`config.mk`:
```
export PLATFORM = sky130hd
export DESIGN_NAME = keypad_entry_decoder
export DESIGN_NICKNAME = d
export VERILOG_FILES = /design/src/rtl/keypad_entry_decoder_pkg.sv /design/src/rtl/keypad_entry_decoder_digit_cell.sv /design/src/rtl/keypad_entry_decoder.sv
export SDC_FILE = /design/constraint.sdc
export NUM_CORES = 1
export LEC_CHECK = 0
export CORE_MARGIN = 5
export CORE_UTILIZATION = 40
export DETAILED_ROUTE_END_ITERATION = 16
export SYNTH_ARGS = -nofsm -noshare
export SYNTH_HDL_FRONTEND = slang
export SYNTH_SLANG_ARGS = --single-unit
```
`constraint.sdc`:
```
create_clock -name CLOCK_50 -period 2 [get_ports CLOCK_50]
set_clock_uncertainty 0.05 [all_clocks]
set_input_delay 0.4 -clock CLOCK_50 [delete_from_list [all_inputs] [get_ports CLOCK_50]]
set_output_delay 0.4 -clock CLOCK_50 [all_outputs]
set_load 0.01 [all_outputs]
```
`src/rtl/keypad_entry_decoder_pkg.sv`:
```
// Shared types and constants for the keypad entry decoder and its digit cells.
// Indices are typed 2-bit so they compare cleanly against arbitration results.
package keypad_entry_decoder_pkg;

  typedef enum logic [1:0] {
    IDLE = 2'd0,
    EDIT = 2'd1,
    HOLD = 2'd2
  } state_t;

  localparam logic [1:0] CMD_ADD      = 2'd0;
  localparam logic [1:0] CMD_REMOVE   = 2'd1;
  localparam logic [1:0] CMD_CHECKOUT = 2'd2;
  localparam logic [1:0] CMD_CANCEL   = 2'd3;

  localparam logic [1:0] KEY_INC  = 2'd0;
  localparam logic [1:0] KEY_DEC  = 2'd1;
  localparam logic [1:0] KEY_NEXT = 2'd2;
  localparam logic [1:0] KEY_CLR  = 2'd3;

  // Lowest set bit wins; result is meaningless when v == 0.
  function automatic logic [1:0] lowest_idx(input logic [3:0] v);
    if (v[0])      return 2'd0;
    else if (v[1]) return 2'd1;
    else if (v[2]) return 2'd2;
    else           return 2'd3;
  endfunction

endpackage

```
`src/rtl/keypad_entry_decoder_digit_cell.sv`:
```
// One BCD digit register with increment/decrement wrapping inside 0..9.
// Clear has priority over increment and decrement.
module bcd_digit_cell (
  input  logic       clk_i,
  input  logic       rst_ni,
  input  logic       inc_i,
  input  logic       dec_i,
  input  logic       clr_i,
  output logic [3:0] digit_o
);

  logic [3:0] digit_q, digit_d;

  always_comb begin
    digit_d = digit_q;
    if (clr_i)      digit_d = 4'd0;
    else if (inc_i) digit_d = (digit_q == 4'd9) ? 4'd0 : digit_q + 4'd1;
    else if (dec_i) digit_d = (digit_q == 4'd0) ? 4'd9 : digit_q - 4'd1;
  end

  always_ff @(posedge clk_i or negedge rst_ni) begin
    if (!rst_ni) digit_q <= 4'd0;
    else         digit_q <= digit_d;
  end

  assign digit_o = digit_q;

endmodule

```
`src/rtl/keypad_entry_decoder.sv`:
```
// Turns key/command pulses into a BCD entry with cursor and issues sale
// commands. Handshake: CMD_VALID holds code/entry stable until CMD_READY.
module keypad_entry_decoder
  import keypad_entry_decoder_pkg::*;
#(
  parameter int NUM_DIGITS     = 3,
  parameter int TIMEOUT_CYCLES = 50000000,
  parameter int TIMEOUT_W      = 26
) (
  input  logic                    CLOCK_50,
  input  logic                    RESET_N,
  input  logic [3:0]              KEY_En,
  input  logic [3:0]              CMD_En,
  input  logic                    CMD_READY,
  output logic                    CMD_VALID,
  output logic [1:0]              CMD_CODE,
  output logic [4*NUM_DIGITS-1:0] CMD_ENTRY,
  output logic [4*NUM_DIGITS-1:0] ENTRY_BCD,
  output logic [2:0]              CURSOR,
  output logic                    EDITING,
  output logic                    ERR,
  output logic                    TIMEOUT
);

  state_t                  state_q;
  logic [2:0]              cursor_q, cursor_d;
  logic [TIMEOUT_W-1:0]    cnt_q, cnt_d;
  logic                    valid_q, err_q, timeout_q;
  logic [1:0]              code_q;
  logic [4*NUM_DIGITS-1:0] centry_q;

  logic       cmd_any, key_any, key_ok, idle_tick, timeout_hit, handshake;
  logic [1:0] cmd_idx, key_idx;
  logic       dig_inc, dig_dec, dig_clr;

  // Commands beat keys; keys are only consumed outside HOLD.
  always_comb begin
    cmd_any     = |CMD_En;
    key_any     = |KEY_En;
    cmd_idx     = lowest_idx(CMD_En);
    key_idx     = lowest_idx(KEY_En);
    key_ok      = key_any && !cmd_any && (state_q != HOLD);
    idle_tick   = (state_q == EDIT) && !cmd_any && !key_any;
    timeout_hit = idle_tick && (cnt_q == TIMEOUT_W'(TIMEOUT_CYCLES - 2));
    handshake   = valid_q && CMD_READY;
    dig_inc     = key_ok && (key_idx == KEY_INC);
    dig_dec     = key_ok && (key_idx == KEY_DEC);
    dig_clr     = (key_ok && (key_idx == KEY_CLR))
               || ((state_q == EDIT) && cmd_any && (cmd_idx == CMD_CANCEL))
               || timeout_hit || handshake;

    cursor_d = cursor_q;
    if (dig_clr)
      cursor_d = 3'd0;
    else if (key_ok && (key_idx == KEY_NEXT))
      cursor_d = (cursor_q == 3'(NUM_DIGITS - 1)) ? 3'd0 : cursor_q + 3'd1;

    cnt_d = '0;
    if (idle_tick && !timeout_hit) cnt_d = cnt_q + 1'b1;
  end

  for (genvar i = 0; i < NUM_DIGITS; i++) begin : g_digit
    logic sel;
    assign sel = (cursor_q == 3'(i));
    bcd_digit_cell u_cell (
      .clk_i   (CLOCK_50),
      .rst_ni  (RESET_N),
      .inc_i   (dig_inc && sel),
      .dec_i   (dig_dec && sel),
      .clr_i   (dig_clr),
      .digit_o (ENTRY_BCD[4*i +: 4])
    );
  end

  always_ff @(posedge CLOCK_50 or negedge RESET_N) begin
    if (!RESET_N) begin
      state_q   <= IDLE;
      cursor_q  <= 3'd0;
      cnt_q     <= '0;
      valid_q   <= 1'b0;
      code_q    <= 2'd0;
      centry_q  <= '0;
      err_q     <= 1'b0;
      timeout_q <= 1'b0;
    end else begin
      cursor_q  <= cursor_d;
      cnt_q     <= cnt_d;
      err_q     <= 1'b0;
      timeout_q <= 1'b0;
      unique case (state_q)
        IDLE: begin
          if (cmd_any) begin
            if (cmd_idx == CMD_CHECKOUT) begin
              state_q  <= HOLD;
              valid_q  <= 1'b1;
              code_q   <= CMD_CHECKOUT;
              centry_q <= '0;
            end else if (cmd_idx != CMD_CANCEL) begin
              err_q <= 1'b1;
            end
          end else if (key_any) begin
            state_q <= EDIT;
          end
        end
        EDIT: begin
          if (cmd_any) begin
            if (cmd_idx == CMD_CANCEL) begin
              state_q <= IDLE;
            end else begin
              state_q  <= HOLD;
              valid_q  <= 1'b1;
              code_q   <= cmd_idx;
              centry_q <= ENTRY_BCD;
            end
          end else if (timeout_hit) begin
            state_q   <= IDLE;
            timeout_q <= 1'b1;
          end
        end
        HOLD: begin
          if (cmd_any || key_any) err_q <= 1'b1;
          if (CMD_READY) begin
            valid_q <= 1'b0;
            state_q <= IDLE;
          end
        end
        default: state_q <= IDLE;
      endcase
    end
  end

  assign CMD_VALID = valid_q;
  assign CMD_CODE  = code_q;
  assign CMD_ENTRY = centry_q;
  assign CURSOR    = cursor_q;
  assign EDITING   = (state_q == EDIT);
  assign ERR       = err_q;
  assign TIMEOUT   = timeout_q;

endmodule

```
==> results.cfg <==
[outcome]
status = finished, violations left
violations = negative setup slack

[final_layout]
layout.nets = 463
fill_cells = 755
antenna_cells = 0
layout_commonest_cell = dfrtp_1
layout-drive-gt1-share_pct = 16.6
layout_common_cells = 60 x dfrtp_1, 52 x nor2_1, 45 x buf_4
multi_input_area_sq_mm = 0.00172
area.growth.synth_to_final_pct = 32.5
seqCellArea_sq_mm = 0.00150

[timing]
hold_viol = 0
slew_headroom_pct = 32.7
rsz0062_at_grt = true
tns_ns = -1.55
max_freq_ghz = 0.472
tightest_slew_ns = 1.01
fin_ws_ns = -0.118
period_share_pct = 106
period_minus_slack_ns = 2.12
setup_viol = 42
drv_slew = 0

[global_route]
grt_max_degree = 61
grt_pass1_vias = 3082
grt_usage_pct = 17.2
grt_pass1_wl_microns = 14100
overflow = 0
antenna_found_initial = 0

[run]
drv_cap = 0

[clock_network]
cts-root-buf = clkbuf_8
cts_tree = built
clk_latency_ns = 0.33
clk_pin_slew_ns = 0.07
clock_sinks = 60
hold_buffers = 0
cts_max_level = 3
postCtsSetupBuffers = 0
cts_inserted_buffers = 9
max-clock-path-buffers = 2

[floorplan]
fp.dieW_microns = 102
ios = 44
die-area_sq_mm = 0.0103
die_y_microns = 102
coreArea_sq_mm = 0.00818
num_rows = 33
start_util_pct = 41.0

[critical_path]
cp.required_ns = 2.17
cp.depth = 6
start_kind = flop
ff2ff_path_depth = 6
rrSetupSlack_ns = -0.12
criticalPathCategory = flop to flop
arrival_ns = 2.29
cpMaxStageDelayCell = or4b_4
cp_max_fo = 4
path_buf_inv = 1
worstReg2RegEnd = state_q[0]$_DFFE_PN0P_
rr_startpoint = cnt_q[11]$_DFF_PN0_
worstPathCellList = or4b_4 -> nor4_4 -> nand4_1 -> buf_4 -> mux2_4 -> o211a_1
worst_path_dominant_cell_family = simple AND/OR/NAND/NOR gates
critPathMaxStageDelay_ns = 0.55
end_kind = flop

[synth]
synth.avg_cell_area_sq_um = 9.36
async_reset_ff_share_pct = 100
ys.flop_type = dfrtp_1
syn-num-nets = 380
synth_mux_area_share_pct = 0.784
synth-xor-area-share_pct = 7.32
synth_fa_ha_area_share_pct = 4.11
synth_edf_count = 0
synthSimpleGateAreaFrac_pct = 23.2
yosysUniqueCellTypes = 52
synth_compound_area_share_pct = 15.2
seq_area_frac_synth_pct = 44.8
yosys_register_bits = 60
syn_area_sq_mm = 0.00335
yosysWarnings = 0
netlist_instances = 358
synth_top_family_by_area = simple AND/OR/NAND/NOR gates

[pwr]
seqPwrFrac_pct = 47.3
power_per_cell_area_mw_per_mm2 = 608
clkPwrFrac_pct = 41.1
netSwitchingPower_mw = 0.664
p_comb_share_pct = 11.7
p_leak_nw = 1.90
p_int_mw = 2.04
switching_share_pct = 24.6
peakVddDrop_mv = 0.367

[placement]
portBuffers = 43
hpwl_microns = 5870
gp_congestion = 0.807
place_ws_ns = -0.302

[drt]
vias_per_cell = 5.36
vias = 2951
wirelength_microns = 8250
wl_per_cell_microns = 15.0
first_iter_violations = 117
drc = 0
ant_nets = 0
firstDrtPassIters = 4

[min_path]
hold_path.class = primary input to asynchronous set/reset pin
-- through the flow --
step	hold slack [ns]	total power, mW	std cells	cell area, sq um	util, %
2_1_floorplan	0.0544	1.43	358	3350	-
6_report	0.00560	2.70	551	4440	54.3
4_1_cts	0.0139	2.75	551	4440	54.3
5_1_grt	0.0155	2.84	551	4440	54.3
3_3_place_gp	0.384	1.61	535	4210	51.5
3_5_place_dp	0.392	1.62	535	4210	51.5
-- repair_timing --
| action | 4_1_cts | 5_1_grt |
|---|---|---|
| pin swaps | 3 | 1 |
| endpoints found under the hold margin | 0 | 0 |
| resized for setup | 6 | 0 |
| endpoints found under the setup margin | 43 | 42 |
-- power groups by stage --
stage          Combinational, mW  Clock, mW  Sequential (mW)
2_1_floorplan              0.135          0             1.30
3_3_place_gp               0.316          0             1.30
3_5_place_dp               0.320          0             1.30
4_1_cts                    0.321       1.15             1.27
5_1_grt                    0.348       1.21             1.28
6_report                   0.315       1.11             1.28
-- cell type report --
| type | instances | area share [%] |
|---|---|---|
| Multi-Input combinational cell | 263 | 38.7 |
| Clock inverter | 4 | 1.07 |
| Inverter | 16 | 1.35 |
| Clock buffer | 12 | 3.50 |
| Sequential cell | 60 | 33.8 |
| Timing Repair Buffer | 91 | 18.5 |
| Tap cell | 105 | 2.96 |
-- metal layers --
layer,vias to the layer above,wire [microns],GRT usage [%]
li1,1442,-,-
met1,1450,3580,20.2
met2,57,4400,30.7
met3,2,237,5.44
met4,0,29,3.89
met5,-,0,0
-- state kept, by name, summed over array words and instances, names as in the netlist --
name / flops
ERR: 1
CMD_VALID: 1
CMD_CODE: 2
CURSOR: 3
state_q: 2
TIMEOUT: 1
g_digit.u_cell.digit_o: 12
cnt_q: 26
CMD_ENTRY: 12
-- how the worst max path moves through the flow --
stage,startpoint,end,slack [ns]
floorplan,cnt_q[9]$_DFF_PN0_,state_q[0]$_DFFE_PN0P_,0.01
global placement,CMD_En[0],g_digit[2].u_cell.digit_o[0]$_DFFE_PN0P_,-0.25
detailed placement,CMD_En[0],g_digit[2].u_cell.digit_o[0]$_DFFE_PN0P_,-0.30
CTS,cnt_q[11]$_DFF_PN0_,state_q[0]$_DFFE_PN0P_,-0.15
global route,cnt_q[8]$_DFF_PN0_,state_q[0]$_DFFE_PN0P_,-0.19
finish,cnt_q[11]$_DFF_PN0_,state_q[0]$_DFFE_PN0P_,-0.12
-- Yosys cell counts (all sizes together), types with 2 or more instances --
cell type,instances,area share [%]
inv,16,1.8
buf,5,1.2
nor3,4,0.60
nand3,20,3.0
a311oi,3,0.78
mux2,2,0.78
a22o,12,3.1
a211o,2,0.52
clkbuf,14,1.6
and3,9,1.7
and2,2,0.41
nand4,13,2.4
a211oi,9,2.0
nor4,7,1.8
a221oi,3,0.78
o21bai,3,0.67
dfrtp,60,45
and4,4,1.0
o21ai,10,1.6
xnor2,7,1.8
ha,11,4.1
nor2b,3,0.56
nor2,52,5.8
a21oi,14,2.1
nand2,20,2.2
xor2,21,5.5
nand2b,6,1.1
a31oi,7,1.3
nand3b,3,0.67
-- cell families after synthesis --
kind of cell | after synthesis
and+or+nand+nor | 150
AOI/OAI and AO/OA | 72
DFF | 60
buffers and inverters | 35
xor gates and xnor gates | 28
adders and majority gates | 11
muxes | 2
Note: power is estimated with default switching activity, not from simulation.
